[src/rtl/seg7_rx_pkg.sv]
// Shared definitions for the 7-segment receive monitor.
//   SEG_PAT : active-high segment patterns {g,f,e,d,c,b,a} for hex digits 0..F
//   state_e : monitor FSM states HUNT / SYNC / LOCKED
package seg7_rx_pkg;

    localparam logic [6:0] SEG_PAT [16] = '{
        7'h3F, 7'h06, 7'h5B, 7'h4F, 7'h66, 7'h6D, 7'h7D, 7'h07,
        7'h7F, 7'h67, 7'h77, 7'h7C, 7'h39, 7'h5E, 7'h79, 7'h71
    };

    typedef enum logic [1:0] {
        HUNT   = 2'd0,
        SYNC   = 2'd1,
        LOCKED = 2'd2
    } state_e;

endpackage

[src/rtl/seg7_decode.sv]
// Combinational 7-segment pattern decoder.
//   pattern_i : active-high segment pattern {g,f,e,d,c,b,a}
//   valid_o   : pattern matches one of the 16 hex glyphs
//   value_o   : decoded hex value (0 when no match)
module seg7_decode
    import seg7_rx_pkg::*;
(
    input  logic [6:0] pattern_i,
    output logic       valid_o,
    output logic [3:0] value_o
);

    always_comb begin
        valid_o = 1'b0;
        value_o = '0;
        for (int unsigned i = 0; i < 16; i++) begin
            if (!valid_o && pattern_i == SEG_PAT[i]) begin
                valid_o = 1'b1;
                value_o = 4'(i);
            end
        end
    end

endmodule

[src/rtl/seg7_rx_monitor.sv]
// Receive-side monitor for the 1 Hz counter-to-display link. Samples the
// active-low segment bus and overflow flag, decodes the digit, checks the
// 0..9 count sequence with wrap, and derives a tens digit from wraps seen
// while locked.
//   clk_1Hz     : sample clock, rising edge
//   rst_n       : asynchronous active-low reset
//   seg_in      : {g,f,e,d,c,b,a}, 0 = segment lit
//   overflow_in : high while the sender shows 9
//   digit       : last legally decoded digit
//   digit_valid : last sample matched a legal glyph
//   tens        : wrap count 0..9
//   locked      : FSM in LOCKED
//   err         : error flag (pulse, or sticky with SEG7_RX_STICKY_ERR_EN)
//   err_cnt     : saturating count of erroneous samples
// Build option: define SEG7_RX_STICKY_ERR_EN to make err sticky until reset.
module seg7_rx_monitor
    import seg7_rx_pkg::*;
#(
    parameter int unsigned LOCK_CNT  = 3,
    parameter int unsigned ERR_LIMIT = 2,
    parameter int unsigned ERR_W     = 8
) (
    input  logic             clk_1Hz,
    input  logic             rst_n,
    input  logic [6:0]       seg_in,
    input  logic             overflow_in,
    output logic [3:0]       digit,
    output logic             digit_valid,
    output logic [3:0]       tens,
    output logic             locked,
    output logic             err,
    output logic [ERR_W-1:0] err_cnt
);

    localparam int unsigned RUN_W = $clog2(LOCK_CNT + 1);
    localparam int unsigned EC_W  = $clog2(ERR_LIMIT + 1);

    logic [6:0]       seg_on;
    logic             dec_valid;
    logic [3:0]       dec_value;

    state_e           state_q;
    logic [3:0]       prev_q;
    logic [RUN_W-1:0] run_q;
    logic [EC_W-1:0]  errs_q;
    logic [3:0]       digit_q;
    logic             valid_q;
    logic [3:0]       tens_q, tens_d;
    logic             locked_q;
    logic             err_q, err_d;
    logic [ERR_W-1:0] err_cnt_q, err_cnt_d;

    logic [3:0]       seq_exp;
    logic             samp_err, seq_err, any_err;

    assign seg_on = ~seg_in;

    seg7_decode u_decode (
        .pattern_i (seg_on),
        .valid_o   (dec_valid),
        .value_o   (dec_value)
    );

    always_comb begin
        seq_exp   = (prev_q == 4'd9) ? 4'd0 : prev_q + 4'd1;
        samp_err  = !dec_valid || (dec_value > 4'd9) ||
                    (overflow_in != (dec_value == 4'd9));
        // Sequence is only meaningful once a reference digit exists.
        seq_err   = (state_q != HUNT) && (dec_value != seq_exp);
        any_err   = samp_err || seq_err;
        err_cnt_d = (any_err && err_cnt_q != '1) ? err_cnt_q + 1'b1 : err_cnt_q;
        tens_d    = (tens_q == 4'd9) ? 4'd0 : tens_q + 4'd1;
`ifdef SEG7_RX_STICKY_ERR_EN
        err_d     = err_q || any_err;
`else
        err_d     = any_err;
`endif
    end

    always_ff @(posedge clk_1Hz or negedge rst_n) begin
        if (!rst_n) begin
            state_q   <= HUNT;
            prev_q    <= '0;
            run_q     <= '0;
            errs_q    <= '0;
            digit_q   <= '0;
            valid_q   <= 1'b0;
            tens_q    <= '0;
            locked_q  <= 1'b0;
            err_q     <= 1'b0;
            err_cnt_q <= '0;
        end else begin
            err_cnt_q <= err_cnt_d;
            err_q     <= err_d;
            valid_q   <= dec_valid;
            if (dec_valid) digit_q <= dec_value;

            case (state_q)
                HUNT: begin
                    if (!any_err) begin
                        state_q <= SYNC;
                        run_q   <= '0;
                        prev_q  <= dec_value;
                    end
                end
                SYNC: begin
                    if (any_err) begin
                        state_q <= HUNT;
                    end else begin
                        prev_q <= dec_value;
                        run_q  <= run_q + 1'b1;
                        if (run_q == RUN_W'(LOCK_CNT - 1)) begin
                            state_q  <= LOCKED;
                            locked_q <= 1'b1;
                            errs_q   <= '0;
                        end
                    end
                end
                LOCKED: begin
                    if (any_err) begin
                        // Isolated errors are tolerated; prev stays on the last good digit.
                        if (errs_q == EC_W'(ERR_LIMIT - 1)) begin
                            state_q  <= HUNT;
                            locked_q <= 1'b0;
                            errs_q   <= '0;
                        end else begin
                            errs_q <= errs_q + 1'b1;
                        end
                    end else begin
                        errs_q <= '0;
                        prev_q <= dec_value;
                        if (prev_q == 4'd9) tens_q <= tens_d;
                    end
                end
                default: begin
                    state_q  <= HUNT;
                    locked_q <= 1'b0;
                end
            endcase
        end
    end

    assign digit       = digit_q;
    assign digit_valid = valid_q;
    assign tens        = tens_q;
    assign locked      = locked_q;
    assign err         = err_q;
    assign err_cnt     = err_cnt_q;

endmodule

[config.mk]
export PLATFORM = sky130hd
export DESIGN_NAME = seg7_rx_monitor
export DESIGN_NICKNAME = d
export VERILOG_FILES = /design/src/rtl/seg7_rx_pkg.sv /design/src/rtl/seg7_decode.sv /design/src/rtl/seg7_rx_monitor.sv
export SDC_FILE = /design/constraint.sdc
export NUM_CORES = 1
export LEC_CHECK = 0
export CAP_MARGIN = 20
export CELL_PAD_IN_SITES_DETAIL_PLACEMENT = 1
export CELL_PAD_IN_SITES_GLOBAL_PLACEMENT = 1
export CORE_MARGIN = 2
export CORE_UTILIZATION = 43
export CTS_BUF_LIST = sky130_fd_sc_hd__clkbuf_2
export DETAILED_ROUTE_END_ITERATION = 10
export PLACE_DENSITY = 0.87
export SYNTH_ARGS = -nofsm -noshare
export SYNTH_HDL_FRONTEND = slang
export SYNTH_SLANG_ARGS = --single-unit
[constraint.sdc]
create_clock -name clk_1Hz -period 3.7 [get_ports clk_1Hz]
set_input_delay 0.37 -clock clk_1Hz [delete_from_list [all_inputs] [get_ports clk_1Hz]]
set_output_delay 0.37 -clock clk_1Hz [all_outputs]
set_load 0.005 [all_outputs]
==> results.md, run 1 <==
| Metric | Value |
|---|---|
| Worst path arrival time | 3540 ps |
| Maximum Capacitance Violations | 0 |
| Total power density per cell area | 419.5 nW/µm² |
| Number of endpoints with negative hold slack in the final report | 0 |
| RePlAce Congestion | 0.7971 |
| Area growth from synthesis to final layout | 22.64% |
| Clock tree from TritonCTS | built |
| Worst Max-Slew Pin Slew | 780.9 ps |
| Clk_skew | 28.61 ps |
| Post-synth top flop | sky130_fd_sc_hd__dfrtp_1 |
| Multiplexer share of the synthesized area | 4.529% |
| Clock sink count | 29 |
| Area of the mapped netlist | 2044 µm² |
| Count of cells along the worst register-to-register path | 9 |
| Post-route ant nets | 0 |
| Number of nets produced by synthesis | 238 |
| Post-synthesis share of cell area spent on and, or, nand and nor gates | 28.82% |
| Main combinational cell family by area after synthesis | simple AND/OR/NAND/NOR gates |
| Initial core utilization | 43.87% |
| Routed via count | 1910 |
| Hold buffers post-CTS | 0 |
| Static leakage | 0.001053 µW |
| HPWL after detailed placement | 4264 µm |
| Outcome | complete, no violations |
| Clock insertion delay at the later pin of the skew report | 380 ps |
| Overflow after GRT | 0 |
| Area of the core | 4661 µm² |
| Post-Syn Area per Cell | 9.046 µm² |
| Post-CTS setup buffer count | 0 |
| #FFs+latches synth | 29 |
| Worst path setup slack after routing | 445.3 ps |
| Floorplan die width | 72.96 µm |
| Fraction of final layout cells with drive strength greater than 1 | 15.24% |
| Worst min-delay path class | input pin to async pin |
| Largest net degree at the start of global routing | 30 |
| Number of antenna cells inserted | 0 |
| Maximum fanout count along the critical path | 7 |
| Vias in the first global route | 1963 |
| DRC | 0 |
| Aggregate negative setup slack | 0 ps |
| Required time of the critical path | 3980 ps |
| Height of the die | 72.96 µm |
| Initial DRT Pass Iterations | 4 |
| Portion of the clock cycle consumed by the worst path in the final layout | 87.96% |
| DRC marker count from the first detailed-route iteration | 66 |
| EDFF count, synth | 0 |
| Fmax | 307.3 MHz |
| Die footprint | 5322 µm² |
| Kind of start point of the critical path | input pin |
| Pre-CTS worst setup slack | 28.05 ps |
| Maximum root-to-sink buffer count | 2 |
| Gate count after technology mapping | 226 |
| Setup violations, final | 0 |
| Type of the worst setup path | input pin to register |
| Share of the yosys chip area belonging to registers | 35.50% |
| Unique cell type count in the Yosys netlist | 61 |
| Combined global-route utilization of all metal layers | 22.35% |
| Buffers added on ports | 28 |
| Number of antenna violations at the first check in global routing | 0 |
| Relative slew margins | 47.26% |
| Worst IR drop on VDD | 0.1823 mV |
| Number of clock buffers inserted by TritonCTS | 5 |
| Adder and majority cell fraction of the synthesized area | 1.714% |
| Post-layout util | 53.80% |
| Clock transition at the registers of the reported paths | 160 ps |
| Endpoint type of the worst setup path | register |
| Post-cts repair resize count | 0 |
| Master cell of the clock root buffer | sky130_fd_sc_hd__clkbuf_2 |
| Post-detailed-route via-to-cell ratio | 5.913 |
| Final Routed Wirelength | 5470 µm |
| Post-synthesis xor/xnor area fraction | 3.856% |
| Final-report max-slew violation count | 0 |
| Maximum level of the CTS H-tree | 2 |
| IO Count | 29 |
| Final min period | 3255 ps |
| Routed length per instance | 16.93 µm |
| Worst hold slack | 362.7 ps |
| Synth warnings | 0 |
| Final layout net count | 281 |
| Share of flip-flops with an asynchronous set or reset after synthesis | 100.0% |
| Global-route wire length before repair | 9273 µm |
| Share of the synthesized area in compound gates (AO/OA/AOI/OAI) | 20.01% |
| Number of rows created at floorplan | 25 |
| Unrepaired setup endpoints after global routing | false |
==> synthesized netlist by cell type (5+ instances only) <==
master / count / area share [%]
sky130_fd_sc_hd__dfrtp_1: 29 / 35
sky130_fd_sc_hd__nand2_1: 20 / 3.7
sky130_fd_sc_hd__inv_1: 14 / 2.6
sky130_fd_sc_hd__nor2_1: 13 / 2.4
sky130_fd_sc_hd__nand3_1: 10 / 2.4
sky130_fd_sc_hd__nor3_1: 9 / 2.2
sky130_fd_sc_hd__o21ai_0: 7 / 1.7
sky130_fd_sc_hd__nand4_1: 6 / 1.8
sky130_fd_sc_hd__nor2b_1: 6 / 1.8
sky130_fd_sc_hd__a211oi_1: 5 / 1.8
sky130_fd_sc_hd__a21oi_1: 5 / 1.2
sky130_fd_sc_hd__mux2_2: 5 / 2.8
sky130_fd_sc_hd__xor2_1: 5 / 2.1
==> cells in the final DEF (no fill, tap or decap), drive strengths merged, types with 2 or more instances in the layout <==
cell | netlist | final
clkbuf | 4 | 6
a41oi | 4 | 4
nor4 | 5 | 5
nand4b | 3 | 3
a21oi | 5 | 5
nor3b | 2 | 2
mux2 | 7 | 7
a2bb2oi | 2 | 2
nor2 | 13 | 13
nand2 | 20 | 20
a211oi | 5 | 5
nand3b | 3 | 3
o211ai | 3 | 3
and2 | 2 | 2
o31ai | 2 | 2
or3b | 2 | 2
nand4 | 6 | 6
xor2 | 5 | 5
nand3 | 10 | 10
a21o | 2 | 2
o31a | 4 | 4
buf | 7 | 19
or3 | 5 | 5
clkdlybuf4s50 | 0 | 28
inv | 14 | 14
o21ai | 11 | 11
ha | 2 | 2
nor2b | 6 | 6
xnor2 | 4 | 4
or2 | 3 | 3
or4 | 2 | 2
nor3 | 10 | 10
dfrtp | 29 | 29
o41ai | 3 | 3
o311ai | 2 | 2
o21a | 4 | 4
==> where the power goes <==
part	leakage (µW)	total, µW	internal [µW]	switching, µW
clock network	0.0000265	151	44.0	107
registers	0.000350	466	388	77.8
logic	0.000677	435	240	195
total	0.00105	1050	672	380
==> path summary, 6_finish.rpt <==
check	start	endpoint	slack, ps
min in group clk_1Hz	digit[3]	digit[3]	510
worst max register to register	prev_q[0]	tens[3]	870
worst min register to register	digit[3]	digit[3]	510
worst max-delay path	seg_in[2]	prev_q[2]	450
max in group asynchronous	rst_n	err_cnt[0]	3040
worst min-delay path	rst_n	state_q[0]	360
==> worst max-delay path, cell delays in order <==
cell and delay [ps]:
sky130_fd_sc_hd__clkdlybuf4s50_1 540, sky130_fd_sc_hd__or3b_1 420, sky130_fd_sc_hd__or4_1 480, sky130_fd_sc_hd__and3_1 220, sky130_fd_sc_hd__xor2_1 180, sky130_fd_sc_hd__a221oi_2 380, sky130_fd_sc_hd__nor3_1 120, sky130_fd_sc_hd__o211ai_1 440
sky130_fd_sc_hd__mux2_2 400
==> layout make-up <==
| type | count | area, µm² |
|---|---|---|
| fillers | 555 | 2153 |
| multi-input cells | 172 | 1205 |
| flip-flops and latches | 29 | 725.7 |
| repair buffers | 47 | 422.9 |
| well taps | 54 | 67.56 |
| inverters | 14 | 52.55 |
| clock buffers | 6 | 30.03 |
| clock inverters | 1 | 3.754 |
==> state kept, by name (all words and copies together), names as in the netlist <==
name / flops
err_cnt: 8
digit: 4
prev_q: 4
tens: 4
errs_q: 2
run_q: 2
state_q: 2
digit_valid: 1
err: 1
locked: 1
==> cells by family after synthesis <==
| logic type | count (synthesis) |
|---|---|
| and+or+nand+nor | 99 |
| muxes | 8 |
| buffers and inverters | 25 |
| adders and majority gates | 3 |
| AOI/OAI and AO/OA | 53 |
| xor gates and xnor gates | 9 |
| DFF | 29 |
==> per-stage QoR <==
step	instances	power, µW	instance area, µm²
after global routing	323	1130	2507
after global placement	316	887.2	2474
after floorplan	226	693.3	2044
after CTS	323	1063	2507
final	323	1052	2507
after detailed placement	316	907.6	2474
==> metal layers <==
metal,global-route usage (%),part of all wire (%),vias up
li1,-,-,927
met5,0,0,-
met3,5.249,3.2,2
met2,36.87,48,32
met4,6.584,0.71,0
met1,29.23,48,949
Note: power is estimated with default switching activity, not from simulation.
==> run 2: changes to the inputs <==
--- a/config.mk
+++ b/config.mk
@@ -13,6 +13,7 @@
 export CTS_BUF_LIST = sky130_fd_sc_hd__clkbuf_2
 export DETAILED_ROUTE_END_ITERATION = 10
 export PLACE_DENSITY = 0.87
+export SKIP_LAST_GASP = 1
 export SYNTH_ARGS = -nofsm -noshare
 export SYNTH_HDL_FRONTEND = slang
 export SYNTH_SLANG_ARGS = --single-unit
==> constraint.sdc (replaced) <==
create_clock -name clk_1Hz -period 3.2 [get_ports clk_1Hz]
set_input_delay 0.32 -clock clk_1Hz [delete_from_list [all_inputs] [get_ports clk_1Hz]]
set_output_delay 0.32 -clock clk_1Hz [all_outputs]
set_load 0.005 [all_outputs]
==> results.md, run 2 (synthesized netlist as in run 1, its figures left out) <==
| Metric | Value | Delta |
|---|---|---|
| Clock insertion delay at the later pin of the skew report | 360 ps | -20 ps |
| Maximum fanout count along the critical path | 7 | unchanged |
| Maximum root-to-sink buffer count | 2 | unchanged |
| Setup slack of the most critical reg-to-reg path | 350 ps | -520 ps |
| Clock transition at the registers of the reported paths | 180 ps | +20 ps |
| Stages on worst setup path | 11 | +2 |
| Final layout net count | 315 | +12% |
| Floorplan die width | 72.96 µm | unchanged |
| DRC | 0 | unchanged |
| Initial DRT Pass Iterations | 4 | unchanged |
| Required time of the critical path | 3460 ps | -520 ps |
| GR met2 Demand/Resource | 43.84% | +7.0 points |
| Setup violations, final | 0 | unchanged |
| Worst min-delay path class | input pin to async pin |  |
| Number of rows created at floorplan | 25 | unchanged |
| Largest net degree at the start of global routing | 30 | unchanged |
| Global-route wire length before repair | 10860 µm | +17% |
| Post-route ant nets | 0 | unchanged |
| Clock sink count | 29 | unchanged |
| Worst stage delay on the critical path | 540 ps | about the same |
| Area occupied by multi-input gates | 1217 µm² | +1.0% |
| Worst path arrival time | 3380 ps | -160 ps |
| Critical R2R Capture | err_cnt[2] |  |
| Number of antenna violations at the first check in global routing | 0 | unchanged |
| Post-layout util | 59.79% | +6.0 points |
| Vias in the first global route | 2138 | +8.9% |
| Series of cell instances along the critical path | clkdlybuf4s50_1, nand4b_1, a2111oi_4, nor3_2, a211o_1, o21a_1, buf_4, o31a_1, buf_4, o21ai_1, mux2_2 |  |
| Relative slew margins | 68.35% | +21 points |
| Routed via count | 2163 | +13% |
| HPWL after detailed placement | 4947 µm | +16% |
| Maximum level of the CTS H-tree | 2 | unchanged |
| Routing usage on met1 | 36.04% | +6.8 points |
| Routed length per instance | 19.07 µm | +13% |
| Busiest layer in global routing | met2 |  |
| Type of the worst setup path | input pin to register |  |
| Overflow after GRT | 0 | unchanged |
| Height of the die | 72.96 µm | unchanged |
| Final Routed Wirelength | 6826 µm | +25% |
| Count of cells along the worst register-to-register path | 10 | +1 |
| Clk_skew | 28.91 ps | +0.2997 ps |
| RePlAce Congestion | 0.7805 | -2.1% |
| Combined global-route utilization of all metal layers | 26.68% | +4.3 points |
| Worst Max-Slew Pin Slew | 468.6 ps | -312.4 ps |
| Final-report max-slew violation count | 0 | unchanged |
| Fill count | 539 | -2.9% |
| Post-detailed-route via-to-cell ratio | 6.042 | +2.2% |
| Number of endpoints with negative hold slack in the final report | 0 | unchanged |
| DRC marker count from the first detailed-route iteration | 153 | +130% |
| Combined buffer and inverter count along the critical path | 3 | +2 |
| Die footprint | 5322 µm² | unchanged |
| Buffers added on ports | 28 | unchanged |
| Clock tree from TritonCTS | built |  |
| Static leakage | 0.001246 µW | +18% |
| Largest register FFs | 8 | unchanged |
| Endpoint type of the worst setup path | register |  |
| Maximum Capacitance Violations | 0 | unchanged |
| Number of antenna cells inserted | 0 | unchanged |
| Area of the core | 4661 µm² | unchanged |
| Fraction of final layout cells with drive strength greater than 1 | 25.66% | +10 points |
| Total power density per cell area | 459.7 nW/µm² | +9.6% |
| Kind of start point of the critical path | input pin |  |
| Area growth from synthesis to final layout | 36.29% |  |
| Placed insts | 346 | +9.5% |
| Master cell of the clock root buffer | sky130_fd_sc_hd__clkbuf_2 |  |
| Number of clock buffers inserted by TritonCTS | 5 | unchanged |
| M3 GR Usage | 5.110% | -0.14 points |
| Critical Path Source | seg_in[3] |  |
| Worst setup endpoint | err_cnt[2] |  |
| Fmax | 319.9 MHz |  |
| Most used cells in the layout excluding fill and tap cells | 53 x sky130_fd_sc_hd__buf_4, 29 x sky130_fd_sc_hd__dfrtp_1, 25 x sky130_fd_sc_hd__clkdlybuf4s50_1, 20 x sky130_fd_sc_hd__nand2_1, 14 x sky130_fd_sc_hd__inv_1 |  |
| Most frequent standard cell in the layout excluding fill and tap cells | sky130_fd_sc_hd__buf_4 |  |
| Top cell by count, worst path | sky130_fd_sc_hd__buf_4 |  |
| Crit-path leading delay family | compound AO/OA/AOI/OAI gates |  |
| Worst IR drop on VDD | 0.2536 mV | +39% |
| Area taken by flip-flops and latches | 725.7 µm² | unchanged |
| Critical-path top delay cell | sky130_fd_sc_hd__clkdlybuf4s50_1 |  |
| Outcome | complete, no violations |  |
| Initial core utilization | 43.87% | unchanged |
| Portion of the clock cycle consumed by the worst path in the final layout | 97.69% |  |
| Final min period | 3126 ps |  |
| IO Count | 29 | unchanged |
| Final Non-Filler Cells | 358 | +11% |
| Origin of the critical flop-to-flop path | prev_q[0] |  |
run 2: cell types whose count changed in the layout (fill, tap and decap cells not counted), sizes merged:
cell	change
dlymetal6s2s	+3
clkdlybuf4s50	-3
buf	+34
clkbuf	-1
clkinv	+2
run 2: worst min-delay path by stage:
stage                  start         to  slack, ps  cells after the start
floorplan              rst_n   digit[0]         20                      0
global placement    digit[3]   digit[3]        460                      2
detailed placement  digit[3]   digit[3]        490                      2
CTS                    rst_n  prev_q[1]        320                      2
global route           rst_n     locked        310                      2
finish                 rst_n  prev_q[1]        320                      2
run 2: routing by layer:
metal | wire length (µm) | vias up
met3 | 268 | 12
met5 | 0 | -
met2 | 3476 | 64
li1 | - | 1000
met4 | 127 | 0
met1 | 2953 | 1087
run 2: timing repair:
item                                    4_1_cts  5_1_grt
hold buffers                                  0        0
hold endpoints to repair                      0        0
setup buffers                                 0        4
resized for setup                             1        5
pin swaps                                     0        3
endpoints found under the setup margin        2       12
run 2: layout make-up:
cell class	instances	area share, %
Multi-Input combinational cell	172	43.69
Sequential cell	29	26.04
Timing Repair Buffer	81	24.61
Tap cell	54	2.425
Inverter	14	1.886
Clock buffer	5	0.8981
Clock inverter	3	0.4490
run 2: power by group:
part | total, µW | switching (µW) | leakage [µW] | internal (µW)
clock | 178 | 131 | 0.0000278 | 47.9
sequential | 539 | 90.3 | 0.000350 | 448
combinational | 564 | 250 | 0.000868 | 314
run 2: through the flow:
stage	setup slack, ps	power, µW	setup TNS (ps)	hold WS, ps	cell area, µm²
after floorplan	253.2	801.6	0	24.41	2044
after global placement	-208.9	1061	-2266	461.9	2699
after detailed placement	-408.0	1094	-5589	491.1	2699
after CTS	36.49	1278	0	319.3	2741
after global routing	-9.033	1383	-9.033	308.3	2786
final	73.96	1281	0	324.6	2786
